==> config.mk <==
export PLATFORM = sky130hd
export DESIGN_NAME = opcode_fetch
export DESIGN_NICKNAME = d
export VERILOG_FILES = /design/src/rtl/opcode_fetch.sv
export SDC_FILE = /design/constraint.sdc
export NUM_CORES = 1
export LEC_CHECK = 0
export ABC_AREA = 1
export ABC_CLOCK_PERIOD_IN_PS = 2000
export BUFFER_PORTS_ARGS = -buffer_cell sky130_fd_sc_hd__buf_2
export CORE_ASPECT_RATIO = 1.4
export CORE_UTILIZATION = 52
export DETAILED_ROUTE_END_ITERATION = 10
export GPL_ROUTABILITY_DRIVEN = 0
export PLACE_DENSITY = 0.95
export REMOVE_ABC_BUFFERS = 1
export SYNTH_ARGS = -nofsm -noshare
export SYNTH_HDL_FRONTEND = slang
export SYNTH_SLANG_ARGS = --single-unit
==> constraint.sdc <==
create_clock -name clk -period 2 [get_ports clk]
set_input_delay 0.1 -clock clk [delete_from_list [all_inputs] [get_ports clk]]
set_output_delay 0.1 -clock clk [all_outputs]
set_load 0.01 [all_outputs]
==> src/rtl/opcode_fetch.sv <==
// Fetches big-endian 16-bit opcodes as two byte reads from program memory and
// presents them to the decoder with a valid/ready handshake.
// Optional OPCODE_FETCH_ALIGN_CHECK_EN adds a sticky align_err output.
module opcode_fetch #(
  parameter logic [11:0] RESET_PC = 12'h200
) (
  input  logic        clk,
  input  logic        rst,
  output logic [11:0] mem_addr,
  output logic        mem_rd,
  input  logic [7:0]  mem_data,
  output logic [15:0] opcode,
  output logic        opcode_valid,
  input  logic        opcode_ready,
  output logic [11:0] pc,
  input  logic        pc_load,
  input  logic [11:0] pc_load_addr,
  input  logic        skip
`ifdef OPCODE_FETCH_ALIGN_CHECK_EN
  ,
  output logic        align_err
`endif
);

  typedef enum logic [2:0] {
    S_IDLE,
    S_HI,
    S_LO,
    S_CAP,
    S_VALID
  } state_t;

  state_t      state_q, state_d;
  logic [11:0] pc_q, pc_d;
  logic [15:0] opcode_q, opcode_d;

  always_ff @(posedge clk) begin
    if (rst) begin
      state_q  <= S_IDLE;
      pc_q     <= RESET_PC;
      opcode_q <= '0;
    end else begin
      state_q  <= state_d;
      pc_q     <= pc_d;
      opcode_q <= opcode_d;
    end
  end

  // Read data returns one cycle after the strobe, so each byte is captured
  // in the state following the one that issued its read.
  always_comb begin
    state_d  = state_q;
    pc_d     = pc_q;
    opcode_d = opcode_q;
    mem_rd   = 1'b0;
    mem_addr = pc_q;
    case (state_q)
      S_IDLE: state_d = S_HI;
      S_HI: begin
        mem_rd  = 1'b1;
        state_d = S_LO;
      end
      S_LO: begin
        mem_rd         = 1'b1;
        mem_addr       = pc_q + 12'd1;
        opcode_d[15:8] = mem_data;
        state_d        = S_CAP;
      end
      S_CAP: begin
        opcode_d[7:0] = mem_data;
        state_d       = S_VALID;
      end
      S_VALID: begin
        if (opcode_ready) begin
          state_d = S_HI;
          if (pc_load)   pc_d = pc_load_addr;
          else if (skip) pc_d = pc_q + 12'd4;
          else           pc_d = pc_q + 12'd2;
        end
      end
      default: state_d = S_IDLE;
    endcase
  end

  assign opcode       = opcode_q;
  assign pc           = pc_q;
  assign opcode_valid = (state_q == S_VALID);

`ifdef OPCODE_FETCH_ALIGN_CHECK_EN
  logic align_q;

  always_ff @(posedge clk) begin
    if (rst)                             align_q <= 1'b0;
    else if (state_q == S_CAP && pc_q[0]) align_q <= 1'b1;
  end

  assign align_err = align_q;
`endif

endmodule
* Word-level counts from Yosys, hierarchy flattened
Index checks and enable logic that the tools add are counted.
** Storage, ports and cells
- Flip-flop bits (word level) :: 31
- Input port bits :: 25
- Output and inout port bits :: 42
- Word-level logic and storage cells :: 21
** Operators by class
- Add/sub/neg operators :: 3
- Equal/unequal tests :: 5
- Multiplexer cells :: 6
- Reductions and logical operators :: 3
** Operators with widths (count)
- 12-bit two-way mux :: 3
- 3-bit case mux with 5 select lines :: 1
- 12-bit by 1-bit adder with 12-bit output (second input constant) :: 1
- 12-bit by 2-bit adder with 12-bit output (second input constant) :: 1
- 12-bit by 3-bit adder with 12-bit output (second input constant) :: 1
- 3-bit by 2-bit == test with 1-bit output (second input constant) :: 2
- 3-bit by 1-bit == test with 1-bit output (second input constant) :: 1
- 3-bit == test (second input constant) :: 1
- 3-bit zero test :: 1
- 3-bit two-way mux :: 1
- 2-bit by 1-bit inequality test with 1-bit output (second input constant) :: 1
- 2-bit AND reduction :: 1
- 2-bit OR reduction :: 1
- 1-bit two-way mux :: 1

* Longest topological paths before layout
Gate-level depths: netlist of run 1.
- Depth after elaboration :: 3
- Gate-level depth with buffers :: 9
- Depth with buffers taken out :: 9

* Worst setup path after synthesis of run 1
No wires, ideal clock.
- Path kind :: flip-flop to flip-flop
- From :: register pc_q[2] (netlist: pc[2])
- To :: register pc_q[7] (netlist: pc[7])
- Library setup time :: 119 ps
- Arrival time :: 1324 ps
- Setup slack :: 557 ps
- Stages on the path, launching flop included :: 9
- Buffers on the path :: 0
- Period minus slack after synthesis :: 1443 ps
- Path through :: dfxtp_1 ha_1 nor2_1 nor2_1 nand2_1 nand2_1 nand2_1 o21ai_1 a21oi_2
** On the way
- Cells in the longest elaborated chain, start to end :: 3
- Elaborated cells between the ends (all ways) :: 4
- Those cells by class :: 2 x add/sub; 2 x mux
** Ends and longest elaborated chain
- from (decl) :: line 34 : logic [11:0] pc_q, pc_d;
- from (signal assigned) :: line 44 : pc_q <= pc_d;
- 12-bit by 2-bit adder with 12-bit output or 12-bit by 3-bit adder with 12-bit output (tied branches) :: line 78, 77
- 12-bit two-way mux * :: line 77 : else if (skip) pc_d = pc_q + 12'd4;
- 12-bit two-way mux * :: line 76 : if (pc_load) pc_d = pc_load_addr;
Every way passes the cells marked *; elsewhere a longest branch is shown, timed or not.
A chain may end at the register's enable or synchronous reset.

* Final worst setup path of run 1
- From :: register pc_q[3] (netlist: pc[3])
- To :: output mem_addr[6]
** On the way
- Cells in the longest elaborated chain, start to end :: 2
** Ends and longest elaborated chain
- 12-bit by 1-bit adder with 12-bit output :: line 65 : mem_addr = pc_q + 12'd1;
- 12-bit two-way mux :: line 57 : case (state_q)
- to (decl) :: line 9 : output logic [11:0] mem_addr,
No other way between the ends.

==> results of run 1 <==
## power breakdown
group          switching [mW]  total [mW]  internal (mW)
clock network           0.241       0.483          0.243
registers              0.0351       0.705          0.670
logic                   0.176       0.292          0.115
total                   0.452        1.48           1.03
## synth_stat cells
cell type and n:
o221ai_1 1, nand2_1 44, xor2_1 8, nand2_2 3, nor4_1 1, nor2_2 6
nand3_1 16, inv_4 1, nor2_4 1, buf_6 1, nor2_1 55, inv_1 26
o21ai_0 26, buf_2 2, nor3_4 1, nand4_1 3, a21oi_2 4, nor3_1 4
o21ai_1 4, xnor2_1 1, o211ai_1 3, ha_1 3, inv_2 2, clkbuf_1 3
dfxtp_1 31, a21oi_1 11
## sequential cells by signal, indices dropped and copies added (netlist names)
register and count:
pc 12, opcode 16, state_q 3
## cell families after synthesis
| kind of cell | Yosys count | share of synthesized area (%) |
|---|---|---|
| AOI/OAI and AO/OA | 49 | 15.7 |
| xor gates and xnor gates | 9 | 4.55 |
| adders and majority gates | 3 | 2.17 |
| buffers and inverters | 35 | 8.30 |
| DFF | 31 | 35.8 |
| and+or+nand+nor | 134 | 33.5 |
## final cells by class
cell class              instances  area share, %
clock buffers                   6           3.28
clock inverters                 2          0.566
inverters                      29           5.04
multi-input cells             195           44.2
flip-flops and latches         31           28.1
well taps                      39           2.21
repair buffers                 71           16.6
## timing repair
action / in CTS / in global routing
resized for setup: 0 / 3
hold buffers: 0 / 0
endpoints found under the setup margin: 0 / 6
buffers inserted: 0 / 1
hold endpoints to repair: 0 / 0
## worst paths after layout
| path | from | to | slack [ns] | cells past startpoint |
|---|---|---|---|---|
| worst max-delay path | pc[3]$_SDFFE_PP0P_ | mem_addr[6] | 0.11 | 7 |
| worst min-delay path | pc_load_addr[9] | pc[9]$_SDFFE_PP1P_ | 0.02 | 3 |
| worst max register to register | pc[2]$_SDFFE_PP0P_ | pc[7]$_SDFFE_PP0P_ | 0.40 | 8 |
| worst min register to register | pc[8]$_SDFFE_PP0P_ | pc[8]$_SDFFE_PP0P_ | 0.50 | 2 |
## worst max-delay path: stages, from the launching register on
cell and delay [ns]:
dfxtp_1 0.48, ha_1 0.26, nand2_1 0.08, nor2_1 0.16, xor2_1 0.21, nand2_1 0.07, o21ai_0 0.09, buf_2 0.16
## through the flow
| stage | std cells | total power [mW] | utilization (%) | hold slack (ns) | setup slack [ns] |
|---|---|---|---|---|---|
| 2_1_floorplan | 255 | 0.869 | - | 0.162 | 0.537 |
| 3_3_place_gp | 364 | 0.992 | 66.9 | 0.312 | 0.452 |
| 3_5_place_dp | 364 | 1.00 | 66.9 | 0.311 | 0.394 |
| 4_1_cts | 372 | 1.48 | 69.6 | 0.0200 | 0.0728 |
| 5_1_grt | 373 | 1.56 | 70.1 | 0.0572 | 0.00796 |
| 6_report | 373 | 1.48 | 70.1 | 0.0239 | 0.107 |
## routing by layer
metal | routed length, um | GRT usage (%)
met4 | 204 | 17.0
met1 | 1760 | 28.3
met2 | 2520 | 52.7
met3 | 275 | 6.97
met5 | 0 | 0
==> impl_results.md, run 1 <==
* Largest net degree at the start of global routing at 16
* Leakage at 1.11 nW
* Fillers at 300
* Synth warn at 0
* Post-synth top area share at a little over a third
* Multi-input gate area at between 900 and 1000 um^2
* # port buffers at 66
* Largest area contributor in the synthesized netlist: dfxtp_1
* Die H at around 70 um
* Status: complete, no violations
* Total negative slack at 0 ns
* Max-cap violations at 0
* Fraction of the cycle the final worst path needs at a little over nine tenths
* Top cells by area, synth: dfxtp_1, nor2_1, nand2_1, o21ai_0, inv_1
* First-pass GRT wire length at roughly 8000 um
* Drt wl/cell at approximately 13 um
* Startpoint types: flip-flop
* Antenna Diode Count at 0
* Std cell rows at 24
* F_max at 0.528 GHz
* Slew Limit Fails at 0
* Fin. Hold Viols at 0
* Slew margin rel. at a little over two thirds
* Post-detail-place hpwl at between 3000 and 4000 um
* Hold/Removal Path Class: input pin to flip-flop
* Critical-path maximum fanout at 7
* Worst endpoint required time at roughly 1.9 ns
* Skew-Pair Late Insertion Delay at slightly below 0.3 ns
* Clk_skew at roughly 0.010 ns
* Global Route Usage Sum at roughly 29%
* RSZ-0062 raised after global routing: no
* Finished Cell Area at between 2000 and 2500 um^2
* IO Pins at 67
* Global route overflow at 0
* DR DRC count at 0
* CTS HTree Levels at 2
* Wirelength, routed at around 4800 um
* Seq cells post-synth at 31
* Vias in the first global route at just under 2,000
* Crit path DAT at around 1.8 ns
* Crit. End Element: primary output
* Num CTS Buffers at 5
* Post-route ant nets at 0
* Core Region at 3150 um^2
* Detailed Routing Iterations Pass 1 at 4
* Fraction of layout cells with a size suffix above 1 at just under 30%
* Syn Inst Count at between 200 and 300
* Sequential fraction of the synthesis area at between 30% and 40%
* Die Wd at between 50 and 60 um
* Via Count at ~2,000
* Final net count at around 360
* Critical path type: flip-flop to primary output
* Min cycle time layout at approximately 1.9 ns
* Clk buf depth at 2
* Most frequent cells in the layout: buf_2, nor2_1, nand2_1
* Worst vdd ir at approximately 570 uV
* Starting DRT DRC Count at 84
* Initial antenna violation count at 0
* Synth cell types at 26
* Area of the die at between 3000 and 4000 um^2
* CTS clock-pin slew for the worst setup and hold paths at 0.06 ns
* PwrDens at about 670 nW/um^2
* Post-synthesis area per instance at between 6 and 7 um^2
* Initial Utilization at between 50% and 60%
* Clk sinks at 31
* CTS tree: built
* Area Growth Syn to Fin at 27.5%
* Actual slew at the worst max-slew pin at around 0.44 ns
* Register Area at roughly 620 um^2
* Commonest non-fill, non-tap cell in the layout: buf_2
* Drt via density at around 5.4
* Endpoints failing setup at 0
* Clk root buf: clkbuf_8
* Post-DP Area at 2110 um^2
* Post-Syn Area at approximately 1700 um^2
Note: power is estimated with default switching activity, not from simulation.
==> inputs of run 2 (changes only) <==
--- a/config.mk
+++ b/config.mk
@@ -5,7 +5,6 @@
 export SDC_FILE = /design/constraint.sdc
 export NUM_CORES = 1
 export LEC_CHECK = 0
-export ABC_AREA = 1
 export ABC_CLOCK_PERIOD_IN_PS = 2000
 export BUFFER_PORTS_ARGS = -buffer_cell sky130_fd_sc_hd__buf_2
 export CORE_ASPECT_RATIO = 1.4
==> run 2 against run 1 <==
  * Setup slack improved by 0.020 ns
  * Clock power is 3% higher
  * Via count is 10% lower
  * Register-to-register slack got worse by 0.08 ns
  * Count of clock-buffer cells in the layout did not move
  * Utilization fell by 2.7 points
  * Critical path depth shrank 2
  * Sequential cell count stayed put
  * Critical path type unchanged
==> impl_results.md, run 2 <==
* Vias in the first global route at 1,743 (was 1,936)
* Fraction of the cycle the final worst path needs at 93.7% (was 94.6%)
* DR DRC count at 0 (unchanged)
* CP Cell Sequence: nor3b_4 > nand3_2 > nor3_2 > xor2_1 > buf_2 (was ha_1 > nand2_1 > nor2_1 > xor2_1 > nand2_1 > o21ai_0 > buf_2)
* Critical path type: flip-flop to primary output (unchanged)
* Area of the die at 3500 um^2 (was 3570 um^2)
* Most frequent cells in the layout: buf_2, nand2_1, dfxtp_1 (was buf_2, nor2_1, nand2_1)
* Max FFs per register at 16 (unchanged)
* Top cells by count, synth: nand2_1, dfxtp_1, nor2_1, a21oi_1 (was nor2_1, nand2_1, dfxtp_1, inv_1, o21ai_0)
* Commonest non-fill, non-tap cell in the layout: buf_2 (unchanged)
* Actual slew at the worst max-slew pin at 0.605 ns (was 0.442 ns)
* Post-Syn Area at 1700 um^2 (was 1730 um^2)
* CTS tree: built (unchanged)
* Fraction of registers with async set/reset at 0% (unchanged)
* Max-cap violations at 0 (unchanged)
* Most frequent cell after synthesis: nand2_1 (was nor2_1)
* Num CTS Buffers at 5 (unchanged)
* Skew-Pair Late Insertion Delay at 0.28 ns (was 0.29 ns)
* Die H at 69.6 um (was 70.3 um)
* Clk sinks at 31 (unchanged)
* Post-synthesis area per instance at 8.23 um^2 (was 6.64 um^2)
* First-pass GRT wire length at 7420 um (was 7910 um)
* Std cell rows at 24 (unchanged)
* Sequential fraction of the synthesis area at 36.6% (was 35.8%)
* PwrDens at 638 nW/um^2 (was 670 nW/um^2)
* Syn Inst Count at 206 (was 261)
* Crit. End Element: primary output (unchanged)
* Leakage at 0.995 nW (was 1.11 nW)
* P_sw at 0.353 mW (was 0.452 mW)
* Post-detail-place hpwl at 3250 um (was 3680 um)
* Ys flop type: dfxtp_1 (unchanged)
* Worst vdd ir at 424 uV (was 568 uV)
* Post-route ant nets at 0 (unchanged)
* Synth cell types at 45 (was 26)
* Synth warn at 0 (unchanged)
* Fin. Hold Viols at 0 (unchanged)
* Status: complete, no violations (unchanged)
* Crit path DAT at 1.77 ns (was 1.79 ns)
* Slowest-stage cell, CP: dfxtp_1 (unchanged)
* Startpoint types: flip-flop (unchanged)
* F_max at 0.534 GHz (was 0.528 GHz)
* Internal Power at 0.990 mW (was 1.03 mW)
* Initial antenna violation count at 0 (unchanged)
* Min cycle time layout at 1.87 ns (was 1.89 ns)
* Clk buf depth at 2 (unchanged)
* Critical-path maximum fanout at 8 (was 7)
* Post-route insts no fill at 304 (was 373)
* Fraction of layout cells with a size suffix above 1 at 32.5% (was 29.6%)
* Area Growth Syn to Fin at 24.1% (was 27.5%)
* Core Region at 3120 um^2 (was 3150 um^2)
* Post-synth top area share at 36.6% (was 35.8%)
* Buffer count from post-CTS setup fixing at 0 (unchanged)
* Hold/Removal Path Class: input pin to flip-flop (unchanged)
* Clk root buf: clkbuf_8 (unchanged)
* Switch share at 26.3% (was 30.5%)
* Seq cells post-synth at 31 (unchanged)
* Drt via density at 5.91 (was 5.38)
* Clk_skew at 0.00520 ns (was 0.0100 ns)
* Post-synth EDFFs at 0 (unchanged)
* Antenna Diode Count at 0 (unchanged)
* Endpoints failing setup at 0 (unchanged)
* Share of power burned in combinational logic at 13.6% (was 19.7%)
* Starting DRT DRC Count at 59 (was 84)
* Global Route Usage Sum at 27.6% (was 28.9%)
* CTS clock-pin slew for the worst setup and hold paths at 0.06 ns (about the same)
* Cells after DPL at 297 (was 364)
* Detailed Routing Iterations Pass 1 at 4 (unchanged)
* Worst endpoint required time at 1.90 ns (about the same)
* Wirelength, routed at 4560 um (was 4760 um)
* Global route overflow at 0 (unchanged)
* Total negative slack at 0 ns (unchanged)
* Final net count at 293 (was 361)
* CTS HTree Levels at 2 (unchanged)
* Die Wd at 50.3 um (was 50.8 um)
* Clock Power Share at 37.1% (was 32.7%)
* Drt wl/cell at 15.0 um (was 12.8 um)
* # port buffers at 66 (unchanged)
* Largest net degree at the start of global routing at 29 (was 16)
* Via Count at 1,797 (was 2,005)
* Flop pwr share at 49.4% (was 47.6%)
* Top cells by area, synth: dfxtp_1, nand2_1, mux2i_1, a21oi_1, nor2_1 (was dfxtp_1, nor2_1, nand2_1, o21ai_0, inv_1)
* CP peak stage delay at 0.46 ns (was 0.48 ns)
* IO Pins at 67 (unchanged)
* Slew Limit Fails at 0 (unchanged)
* Slew margin rel. at 58.5% (was 70.5%)
* Initial Utilization at 54.3% (was 55.0%)
* Largest area contributor in the synthesized netlist: dfxtp_1 (unchanged)
[run 2: cell count changes after synthesis, moves of 9 or more]
cell | previous run | this run
o21ai_0 | 26 | 5
nand3_1 | 16 | 2
nor2_1 | 55 | 20
mux2i_1 | 0 | 9
inv_1 | 26 | 3
nand2_1 | 44 | 35
[run 2: path summary, 6_finish.rpt]
kind	slack (ns)	from	endpoint	depth (start not counted)
setup reg to reg	0.32	pc[1]$_SDFFE_PP0P_	pc[11]$_SDFFE_PP0P_	5
hold / removal	0.07	mem_data[1]	opcode[1]$_SDFFE_PP0N_	3
hold reg to reg	0.45	opcode[8]$_SDFFE_PP0N_	opcode[8]$_SDFFE_PP0N_	2
setup / recovery	0.13	state_q[1]$_SDFFE_PP0P_	mem_addr[11]	5
[run 2: worst max-delay path, delay by kind of cell (launching register included)]
kind / cells / cell delay [ns]
XOR/XNOR: 1 / 0.15
AND/OR/NAND/NOR: 3 / 0.74
flip-flops: 1 / 0.46
buffers and inverters: 1 / 0.14
[run 2: stage by stage]
step	utilization (%)	hold slack (ns)	power (mW)	setup slack, ns	instance area [um^2]
floorplan	-	0.165	0.764	0.327	1620
global placement	64.4	0.341	0.846	0.441	2010
detailed placement	64.4	0.351	0.853	0.393	2010
CTS	67.2	0.0633	1.34	0.0935	2100
global route	67.4	0.0708	1.40	-0.00152	2100
finish	67.4	0.0695	1.34	0.127	2100
[run 2: routing by layer]
metal / share of wire [%] / wire length (um) / up-vias / global-route usage, %
li1: - / - / 840 / -
met1: 39 / 1760 / 837 / 30.2
met2: 51 / 2310 / 96 / 45.2
met3: 6.5 / 295 / 24 / 7.02
met4: 4.3 / 195 / 0 / 19.0
met5: 0 / 0 / - / 0
[run 2: power by group through the flow]
stage / combinational, mW / clock [mW] / sequential, mW
2_1_floorplan: 0.0835 / 0 / 0.680
3_3_place_gp: 0.172 / 0 / 0.674
3_5_place_dp: 0.178 / 0 / 0.675
4_1_cts: 0.180 / 0.501 / 0.662
5_1_grt: 0.198 / 0.531 / 0.666
6_report: 0.182 / 0.498 / 0.664
[run 2: cells by family (layout without fill, tap and decap cells)]
group | count (synthesis) | after routing | share of synthesized area [%]
AOI/OAI and AO/OA | 43 | 43 | 17.1
xor gates and xnor gates | 12 | 12 | 6.20
adders and majority gates | 3 | 3 | 2.21
buffers and inverters | 19 | 78 | 5.31
DFF | 31 | 31 | 36.6
muxes | 9 | 9 | 5.31
and+or+nand+nor | 89 | 89 | 27.2
[run 2: layout make-up]
| cell class | count | area (um^2) |
|---|---|---|
| fill | 265 | 1020 |
| multi-input combinational | 156 | 991 |
| sequential | 31 | 621 |
| timing repair buffer | 68 | 345 |
| clock buffer | 6 | 82.6 |
| tap | 39 | 48.8 |
| inverter | 3 | 11.3 |
| clock inverter | 1 | 5.00 |
[run 2: timing repair]
action,CTS,global route
resized for setup,0,1
endpoints found under the setup margin,0,2
endpoints found under the hold margin,0,0
hold buffers,0,0
